## config.mk

```make
export PLATFORM = sky130hd
export DESIGN_NAME = axi_master_burst
export DESIGN_NICKNAME = d
export VERILOG_FILES = /design/src/rtl/axi_master_burst.sv
export SDC_FILE = /design/constraint.sdc
export NUM_CORES = 1
export LEC_CHECK = 0
export ABC_AREA = 1
export CAP_MARGIN = 20
export CELL_PAD_IN_SITES_DETAIL_PLACEMENT = 1
export CELL_PAD_IN_SITES_GLOBAL_PLACEMENT = 2
export CORE_ASPECT_RATIO = 1.2
export CORE_UTILIZATION = 13
export CTS_CLUSTER_SIZE = 25
export DETAILED_ROUTE_END_ITERATION = 7
export PLACE_DENSITY_LB_ADDON = 0.1
export SLEW_MARGIN = 5
export SYNTH_ARGS = -nofsm -noshare
export SYNTH_HDL_FRONTEND = slang
export SYNTH_SLANG_ARGS = --single-unit
```

## constraint.sdc

```tcl
create_clock -name ACLK -period 1.7 [get_ports ACLK]
set_clock_uncertainty 0.2 [all_clocks]
set_input_delay 0.255 -clock ACLK [delete_from_list [all_inputs] [get_ports ACLK]]
set_output_delay 0.255 -clock ACLK [all_outputs]
set_load 0.02 [all_outputs]
```

## src/rtl/axi_master_burst.sv

```systemverilog
// Single-outstanding AXI4 INCR burst initiator: one command in, one AW/W/B or
// AR/R exchange out, finished by a one-cycle done pulse carrying the response.
module axi_master_burst #(
  parameter int ADDR_WIDTH = 10,
  parameter int DATA_WIDTH = 32,
  parameter int STRB_WIDTH = DATA_WIDTH / 8,
  parameter int ID_WIDTH   = 1,
  parameter int TXN_ID     = 0
) (
  input  logic                  ACLK,
  input  logic                  ARESETn,
  input  logic                  cmd_valid,
  output logic                  cmd_ready,
  input  logic                  cmd_we,
  input  logic [ADDR_WIDTH-1:0] cmd_addr,
  input  logic [7:0]            cmd_len,
  input  logic [DATA_WIDTH-1:0] wr_data,
  input  logic [STRB_WIDTH-1:0] wr_strb,
  input  logic                  wr_valid,
  output logic                  wr_ready,
  output logic [DATA_WIDTH-1:0] rd_data,
  output logic                  rd_last,
  output logic                  rd_valid,
  input  logic                  rd_ready,
  output logic                  done,
  output logic [1:0]            done_resp,
  output logic [ID_WIDTH-1:0]   M_AWID,
  output logic [ADDR_WIDTH-1:0] M_AWADDR,
  output logic [7:0]            M_AWLEN,
  output logic [2:0]            M_AWSIZE,
  output logic [1:0]            M_AWBURST,
  output logic                  M_AWLOCK,
  output logic [3:0]            M_AWCACHE,
  output logic [2:0]            M_AWPROT,
  output logic [3:0]            M_AWQOS,
  output logic                  M_AWVALID,
  input  logic                  M_AWREADY,
  output logic [DATA_WIDTH-1:0] M_WDATA,
  output logic [STRB_WIDTH-1:0] M_WSTRB,
  output logic                  M_WLAST,
  output logic                  M_WVALID,
  input  logic                  M_WREADY,
  input  logic [ID_WIDTH-1:0]   M_BID,
  input  logic [1:0]            M_BRESP,
  input  logic                  M_BVALID,
  output logic                  M_BREADY,
  output logic [ID_WIDTH-1:0]   M_ARID,
  output logic [ADDR_WIDTH-1:0] M_ARADDR,
  output logic [7:0]            M_ARLEN,
  output logic [2:0]            M_ARSIZE,
  output logic [1:0]            M_ARBURST,
  output logic                  M_ARLOCK,
  output logic [3:0]            M_ARCACHE,
  output logic [2:0]            M_ARPROT,
  output logic [3:0]            M_ARQOS,
  output logic                  M_ARVALID,
  input  logic                  M_ARREADY,
  input  logic [ID_WIDTH-1:0]   M_RID,
  input  logic [DATA_WIDTH-1:0] M_RDATA,
  input  logic [1:0]            M_RRESP,
  input  logic                  M_RLAST,
  input  logic                  M_RVALID,
  output logic                  M_RREADY
);

  localparam int unsigned SIZE_LOG = $clog2(STRB_WIDTH);
  localparam logic [ADDR_WIDTH-1:0] ADDR_MASK =
    ~((ADDR_WIDTH'(1) << SIZE_LOG) - ADDR_WIDTH'(1));
  localparam logic [ID_WIDTH-1:0] ID_C = ID_WIDTH'(TXN_ID);

  typedef enum logic [2:0] {
    IDLE, WADDR, WDATA, WRESP, RADDR, RDATA, DONE
  } state_t;

  state_t                  state_q;
  logic [ADDR_WIDTH-1:0]   addr_q;
  logic [7:0]              len_q;
  logic [8:0]              beat_q;
  logic [8:0]              beat_d;
  logic                    awvalid_q;
  logic                    arvalid_q;
  logic                    bready_q;
  logic                    done_q;
  logic [1:0]              done_resp_q;
  logic                    err_q;
  logic                    err_d;
  logic                    in_w;
  logic                    in_r;
  logic                    at_last;
  logic                    w_fire;
  logic                    r_fire;
  logic                    r_err;

  assign in_w    = (state_q == WDATA);
  assign in_r    = (state_q == RDATA);
  assign at_last = (beat_q == {1'b0, len_q});
  assign beat_d  = beat_q + 9'd1;

  assign cmd_ready = (state_q == IDLE);

  assign M_WVALID = in_w & wr_valid;
  assign wr_ready = in_w & M_WREADY;
  assign M_WDATA  = wr_data;
  assign M_WSTRB  = wr_strb;
  assign M_WLAST  = in_w & at_last;
  assign w_fire   = M_WVALID & M_WREADY;

  assign rd_valid = in_r & M_RVALID;
  assign M_RREADY = in_r & rd_ready;
  assign rd_data  = M_RDATA;
  assign rd_last  = in_r & at_last;
  assign r_fire   = rd_valid & rd_ready;

  // EXOKAY folds to OKAY; an early RLAST or foreign RID is a protocol error.
  assign r_err = (M_RRESP >= 2'b10) | (M_RLAST & ~at_last) | (M_RID != ID_C);
  assign err_d = err_q | r_err;

  assign M_AWID    = ID_C;
  assign M_AWADDR  = addr_q;
  assign M_AWLEN   = len_q;
  assign M_AWSIZE  = 3'(SIZE_LOG);
  assign M_AWBURST = 2'b01;
  assign M_AWLOCK  = 1'b0;
  assign M_AWCACHE = '0;
  assign M_AWPROT  = '0;
  assign M_AWQOS   = '0;
  assign M_AWVALID = awvalid_q;

  assign M_ARID    = ID_C;
  assign M_ARADDR  = addr_q;
  assign M_ARLEN   = len_q;
  assign M_ARSIZE  = 3'(SIZE_LOG);
  assign M_ARBURST = 2'b01;
  assign M_ARLOCK  = 1'b0;
  assign M_ARCACHE = '0;
  assign M_ARPROT  = '0;
  assign M_ARQOS   = '0;
  assign M_ARVALID = arvalid_q;

  assign M_BREADY  = bready_q;
  assign done      = done_q;
  assign done_resp = done_resp_q;

  always_ff @(posedge ACLK) begin
    if (!ARESETn) begin
      state_q     <= IDLE;
      addr_q      <= '0;
      len_q       <= '0;
      beat_q      <= '0;
      awvalid_q   <= 1'b0;
      arvalid_q   <= 1'b0;
      bready_q    <= 1'b0;
      done_q      <= 1'b0;
      done_resp_q <= '0;
      err_q       <= 1'b0;
    end else begin
      done_q <= 1'b0;
      case (state_q)
        IDLE: begin
          if (cmd_valid) begin
            addr_q <= cmd_addr & ADDR_MASK;
            len_q  <= cmd_len;
            err_q  <= 1'b0;
            if (cmd_we) begin
              awvalid_q <= 1'b1;
              state_q   <= WADDR;
            end else begin
              arvalid_q <= 1'b1;
              state_q   <= RADDR;
            end
          end
        end
        WADDR: begin
          if (M_AWREADY) begin
            awvalid_q <= 1'b0;
            beat_q    <= '0;
            state_q   <= WDATA;
          end
        end
        WDATA: begin
          if (w_fire) begin
            beat_q <= beat_d;
            if (at_last) begin
              bready_q <= 1'b1;
              state_q  <= WRESP;
            end
          end
        end
        WRESP: begin
          if (M_BVALID) begin
            bready_q    <= 1'b0;
            done_q      <= 1'b1;
            done_resp_q <= (M_BID != ID_C) ? 2'b10 : M_BRESP;
            state_q     <= DONE;
          end
        end
        RADDR: begin
          if (M_ARREADY) begin
            arvalid_q <= 1'b0;
            beat_q    <= '0;
            state_q   <= RDATA;
          end
        end
        RDATA: begin
          if (r_fire) begin
            beat_q <= beat_d;
            err_q  <= err_d;
            if (at_last) begin
              done_q      <= 1'b1;
              done_resp_q <= {err_d, 1'b0};
              state_q     <= DONE;
            end
          end
        end
        DONE: state_q <= IDLE;
        default: state_q <= IDLE;
      endcase
    end
  end

endmodule

```

==> qor.log, run 1 <==
[synth] Synth area leader sky130_fd_sc_hd__buf_4
[critical_path] buffers and inverters on the worst path 2
[detailed_routing] Wirelength per Cell 12.47 um
[die] area of the die 22440 um2
[synth] most instantiated flip-flop cell in the synthesis netlist sky130_fd_sc_hd__dfxtp_1
[critical_path] Crit path arrival time 1.36 ns
[synth] register bit count reported by yosys 35
[clock_network] clock slew seen by the registers of the worst setup and hold paths 0.06 ns
[clock_network] clk sinks 35
[sta] Hold Fails Final Rpt 0
[power] leak pwr 0.002019 uW
[grt] global-route wire length before repair 14.26 mm
[grt] grt total ovfl 0
[synth] share of Yosys cell area claimed by the top area cell type 32.78%
[layout] flip-flop and latch area 718.2 um2
[clock_network] Max Buffers Root-to-Sink 2
[synth] cell types occupying the most area after synthesis sky130_fd_sc_hd__buf_4, sky130_fd_sc_hd__dfxtp_1, sky130_fd_sc_hd__nand2_1
[critical_path] delay contributed by the slowest stage of the critical path 0.33 ns
[min_path] Hold/Removal Path Class flop to flop
[sta] setup slack after layout -0.1154 ns
[clock_network] clock insertion delay at the later pin of the skew report 0.28 ns
[critical_path] CP cell instances inv_2 -> a21oi_2 -> nand2_2 -> nor2_4 -> nand3_4 -> nor2_1 -> buf_4
[sta] final hold slack 0.2603 ns
[layout] area added between synthesis and finish 53.13%
[status] result of the run finished, violations left
[detailed_routing] DRC viols 0
[critical_path] kind of launch point of the worst setup path flop
[layout] n_diodes 0
[die] overall die width 136.9 um
[die] Core Area 21190 um2
[clock_network] number of levels the H-tree was split into 2
[critical_path] family with the most delay on the worst path simple AND/OR/NAND/NOR gates
[grt] aggregate global-route resource usage 8.303%
[place] placement-stage worst setup slack -0.4895 ns
[sta] maximum achievable frequency 550.8 MHz
[detailed_routing] total routed wirelength 9.463 mm
[synth] async set or reset register ratio after synthesis 0%
[grt] largest net degree at the start of global routing 17
[die] Ports 257
[layout] # fillers 2586
[die] floorplan die height 163.9 um
[layout] total number of nets in the final design 593
[synth] sequential-to-total area share from yosys stat 24.67%
[power] maximum vdd ir drop 0.4071 mV
[detailed_routing] vias 2548
[synth] number of synthesized flops with an enable pin 0
[sta] share of the clock period used by the worst path 106.8%
[detailed_routing] ANT nets after route 0
[critical_path] data required time of the critical path 1.24 ns
[grt] initial antenna violation count 0
[synth] post-synthesis instance area 2840 um2
[critical_path] CP max-delay cell sky130_fd_sc_hd__dfxtp_2
[synth] synth warn 0
[clock_network] CTS root buffer sky130_fd_sc_hd__clkbuf_16
[sta] RSZ-0062 raised after global routing true
[place] Buffers on Ports 77
[critical_path] maximum net fanout on the critical path 3
[power] Pwr Density 1256 nW/um2
[detailed_routing] number of DRC violations after detailed-routing iteration 0 50
[detailed_routing] Detailed Routing Iterations Pass 1 4
[grt] number of global-route vias before repair 2676
[status] failing checks setup timing
[clock_network] number of CTS-inserted buffers 5
[sta] shortest clock period the worst path allows after layout 1.815 ns
[place] RD Place Congestion 0.6923
[synth] per-instance average area after synthesis 6.860 um2
[sta] final setup violation count 15
[synth] Commonest cells post-synth sky130_fd_sc_hd__buf_4, sky130_fd_sc_hd__nand2_1, sky130_fd_sc_hd__dfxtp_1, sky130_fd_sc_hd__inv_1, sky130_fd_sc_hd__a21oi_1
[job] Max Cap Viol 0
[critical_path] Crit. End Element output pin
[layout] proportion of layout cells with a drive suffix above 1 40.29%
[clock_network] clock tree from TritonCTS done
[synth] most common cell in the synthesized netlist sky130_fd_sc_hd__buf_4
[synth] post-synthesis cell type count 30
[critical_path] Crit Path Class flop to output pin
[die] num rows 58
[critical_path] slack of the worst reg-to-reg path -0.10 ns
[clock_network] number of hold buffers added after cts 0
[die] effective utilization at floorplan 13.40%
[synth] cell count after synthesis 414
[place] final HPWL from detailed placement 7.519 mm
[layout] Multi-input gate area 1508 um2
[detailed_routing] ratio of routed vias to standard cells 3.357
[sta] Final Max Tran Viols 0
## per-layer routing
metal / global-route usage, % / share of wire, % / up-vias
met5: 0 / 0 / -
met4: 2.498 / 1.1 / 0
met3: 1.543 / 4.5 / 14
met2: 15.66 / 54 / 58
met1: 9.252 / 40 / 1198
li1: - / - / 1278
## layout make-up
class,count,share of cell area [%]
tap,270,7.768
multi-input combinational,245,34.67
timing repair buffer,158,33.66
clock inverter,1,0.1151
sequential,35,16.51
inverter,42,4.085
timing repair inverter,1,0.1438
clock buffer,7,3.049
## worst reg2reg max path: stages, from the launching register on
cell	delay, ns
sky130_fd_sc_hd__dfxtp_4	0.37
sky130_fd_sc_hd__buf_6	0.10
sky130_fd_sc_hd__nand2_4	0.05
sky130_fd_sc_hd__nor2_4	0.14
sky130_fd_sc_hd__buf_6	0.15
sky130_fd_sc_hd__nor2_4	0.05
sky130_fd_sc_hd__nand2_4	0.06
sky130_fd_sc_hd__nand2_4	0.06
sky130_fd_sc_hd__nor2_8	0.19
sky130_fd_sc_hd__buf_12	0.16
sky130_fd_sc_hd__nand4_1	0.09
sky130_fd_sc_hd__a21oi_2	0.12
## kinds of logic after synthesis
| logic type | share of synthesized area [%] |
|---|---|
| and+or+nand+nor | 25.02 |
| adders and majority gates | 0.4405 |
| DFF | 24.67 |
| other | 0.2644 |
| buffers and inverters | 39.43 |
| xor gates and xnor gates | 0.6169 |
| AOI/OAI and AO/OA | 9.559 |
## final timing paths
kind                                  from         to  depth (start not counted)
worst max-delay path             beat_q[7]    M_WLAST                          7
worst min-delay path              M_BREADY   M_BREADY                          2
worst max register to register  state_q[1]  beat_q[5]                         11
worst min register to register    M_BREADY   M_BREADY                          2
## per-stage QoR
stage,power (uW),std cells,TNS [ns],cell area (um2),utilization (%)
global route,5865,759,-2.495,4349,20.52
floorplan,2898,452,0,2983,-
global placement,4065,738,-6.698,3700,17.46
finish,5464,759,-0.8628,4349,20.52
detailed placement,4031,738,-6.753,3700,17.46
CTS,5393,756,-1.598,4155,19.61
## state kept, by name, summed over array words and instances, names as in the netlist
register and cells:
state_q 3, M_ARVALID 1, M_ARADDR 8, M_BREADY 1
M_AWVALID 1, done 1, done_resp 2, err_q 1
M_ARLEN 8, beat_q 9
## timing repair
item	in CTS	in global routing
cloned	0	1
pin swaps	36	27
resized for setup	152	54
endpoints found under the setup margin	71	28
setup buffers	11	4
## layout by cell type, fill, tap and decap left out, types with 9 or more instances in the layout
cell type / count
sky130_fd_sc_hd__a21oi_1: 21
sky130_fd_sc_hd__a21oi_2: 11
sky130_fd_sc_hd__buf_4: 61
sky130_fd_sc_hd__buf_6: 22
sky130_fd_sc_hd__clkdlybuf4s50_1: 33
sky130_fd_sc_hd__conb_1: 40
sky130_fd_sc_hd__dfxtp_1: 23
sky130_fd_sc_hd__dfxtp_2: 11
sky130_fd_sc_hd__dlygate4sd2_1: 36
sky130_fd_sc_hd__inv_1: 27
sky130_fd_sc_hd__inv_2: 9
sky130_fd_sc_hd__nand2_1: 55
sky130_fd_sc_hd__nand2_2: 14
sky130_fd_sc_hd__nand2_4: 10
sky130_fd_sc_hd__nand3_1: 18
sky130_fd_sc_hd__nor2_1: 15
sky130_fd_sc_hd__nor2_4: 15
sky130_fd_sc_hd__o21ai_0: 11
## where the power goes
group	internal, uW	switching, uW
sequential	990	114
combinational	1510	1920
clock	543	386
No activity file was read; power rests on OpenSTA's default activity.
==> run 2, diff against run 1 <==
HOLD_SLACK_MARGIN = 0.05   (was unset)
==> results of run 2 <==
Same layout as run 1: the final DEF is identical, and so are final timing and power.
==> run 3, diff against run 2 <==
CELL_PAD_IN_SITES_DETAIL_PLACEMENT = unset   (was 1)
CELL_PAD_IN_SITES_GLOBAL_PLACEMENT = unset   (was 2)
CORE_UTILIZATION = 29   (was 13)
PLACE_DENSITY = 0.79   (was unset)
PLACE_DENSITY_LB_ADDON = unset   (was 0.1)
==> qor.log, run 3 (synthesized netlist as in run 1, its figures left out) <==
[status] result of the run finished, violations left
[status] failing checks setup timing
[power] leak pwr 0.002002 uW
[critical_path] Crit path arrival time 1.42 ns
[grt] number of global-route vias before repair 2532
[die] effective utilization at floorplan 29.85%
[die] floorplan die height 110.4 um
[clock_network] number of CTS-inserted buffers 5
[layout] Largest register FFs 9
[grt] initial antenna violation count 0
[critical_path] Crit. End Element output pin
[grt] aggregate global-route resource usage 15.92%
[sta] final hold slack 0.2645 ns
[sta] maximum achievable frequency 532.5 MHz
[place] Buffers on Ports 77
[power] maximum vdd ir drop 0.8006 mV
[grt] largest net degree at the start of global routing 20
[place] instance area after placement 3368 um2
[detailed_routing] ratio of routed vias to standard cells 4.506
[layout] largest register by flop count beat_q
[detailed_routing] DRC viols 0
[sta] Hold Fails Final Rpt 0
[clock_network] clock slew seen by the registers of the worst setup and hold paths 0.05 ns
[detailed_routing] ANT nets after route 0
[detailed_routing] total routed wirelength 8.677 mm
[layout] n_diodes 0
[critical_path] Crit Path Class flop to output pin
[sta] Final Max Tran Viols 0
[die] overall die width 92.34 um
[power] Logic pwr share 60.7%
[layout] commonest non-fill, non-tap cells in the layout sky130_fd_sc_hd__buf_4, sky130_fd_sc_hd__nand2_1, sky130_fd_sc_hd__conb_1
[clock_network] number of hold buffers added after cts 0
[detailed_routing] Wirelength per Cell 14.39 um
[layout] Final Instance Area 3969 um2
[clock_network] clock insertion delay at the later pin of the skew report 0.28 ns
[detailed_routing] vias 2717
[layout] most common cell after layout, fill and taps aside sky130_fd_sc_hd__buf_4
[critical_path] data required time of the critical path 1.24 ns
[grt] global-route wire length before repair 12.77 mm
[power] Power Total 5190 uW
[grt] grt total ovfl 0
[die] area of the die 10200 um2
[layout] number of standard cells in the final layout excluding fillers 603
[layout] total number of nets in the final design 584
[sta] share of the clock period used by the worst path 110.5%
[layout] proportion of layout cells with a drive suffix above 1 37.08%
[clock_network] CTS root buffer sky130_fd_sc_hd__clkbuf_16
[clock_network] Max Buffers Root-to-Sink 2
[place] RD Place Congestion 0.8411
[clock_network] clk sinks 35
[clock_network] number of levels the H-tree was split into 2
[die] num rows 39
[min_path] Hold/Removal Path Class flop to flop
[power] Pwr Density 1308 nW/um2
[critical_path] maximum net fanout on the critical path 3
[sta] shortest clock period the worst path allows after layout 1.878 ns
[critical_path] slack of the worst reg-to-reg path -0.10 ns
[die] Core Area 9515 um2
[sta] RSZ-0062 raised after global routing true
[detailed_routing] Detailed Routing Iterations Pass 1 5
[power] switching power 2326 uW
[sta] setup TNS -1.089 ns
[power] portion of total power attributed to sequential cells 21.9%
[power] fraction of power spent switching nets 44.82%
[job] Max Cap Viol 0
[critical_path] kind of launch point of the worst setup path flop
[sta] setup slack after layout -0.1781 ns
[power] cell internal pwr 2864 uW
[place] final HPWL from detailed placement 6.056 mm
[layout] area added between synthesis and finish 39.74%
[die] Ports 257
[power] clock power share 17.3%
[detailed_routing] number of DRC violations after detailed-routing iteration 0 131
[clock_network] clock tree from TritonCTS done
[place] cell count after placement 576
[sta] final setup violation count 16
-- run 3: cell count changes in the layout (fill, tap and decap cells not counted), sizes merged --
cell | before | now
dlygate4sd2 | 36 | 33
buf | 88 | 78
dlymetal6s2s | 1 | 5
nor2 | 35 | 36
clkdlybuf4s50 | 33 | 32
-- run 3: critical path, stage by stage, from the launching register on --
cell	delay [ns]
sky130_fd_sc_hd__dfxtp_1	0.35
sky130_fd_sc_hd__inv_1	0.07
sky130_fd_sc_hd__nand2_1	0.06
sky130_fd_sc_hd__nand3_1	0.09
sky130_fd_sc_hd__nor2_2	0.17
sky130_fd_sc_hd__nand3_4	0.12
sky130_fd_sc_hd__nor2_2	0.14
sky130_fd_sc_hd__buf_6	0.13
-- run 3: area by class of cell --
cell class,count,area (um2)
clock buffers,7,132.6
flip-flops and latches,35,723.2
clock inverters,1,5.005
multi-input cells,246,1438
fillers,925,5547
well taps,123,153.9
repair buffers,148,1333
inverters,42,177.7
repair inverters,1,6.256
-- run 3: final timing paths --
kind,from,to,depth (start not counted)
worst max register to register,M_ARLEN[0],state_q[2],11
worst min-delay path,M_ARLEN[5],M_ARLEN[5],2
worst min register to register,M_ARLEN[5],M_ARLEN[5],2
worst max-delay path,M_ARLEN[0],rd_last,7
-- run 3: what timing repair did --
| action | in CTS | in global routing |
|---|---|---|
| gates resized for setup | 103 | 82 |
| setup endpoints to repair | 63 | 28 |
| buffers inserted | 9 | 9 |
| cloned | 2 | 0 |
| pin swaps | 12 | 34 |
-- run 3: power by group through the flow --
| stage | sequential (uW) | combinational [uW] | clock (uW) |
|---|---|---|---|
| finish | 1140 | 3150 | 900 |
| global placement | 1100 | 2510 | 0 |
| global route | 1160 | 3360 | 952 |
| floorplan | 1260 | 1640 | 0 |
| CTS | 1120 | 2780 | 916 |
| detailed placement | 1120 | 2550 | 0 |
-- run 3: through the flow --
stage / util [%] / worst slack (ns)
2_1_floorplan: - / 0.0001628
3_3_place_gp: 35.40 / -0.4164
3_5_place_dp: 35.40 / -0.4610
4_1_cts: 38.13 / -0.1744
5_1_grt: 41.71 / -0.2560
6_report: 41.71 / -0.1781
-- run 3: routing by layer --
metal | part of all wire, % | wire [um] | GRT usage, %
met5 | 0 | 0 | 0
met4 | 8.3 | 717 | 13.23
met3 | 8.0 | 697 | 3.788
met2 | 50 | 4368 | 27.46
met1 | 33 | 2893 | 15.87
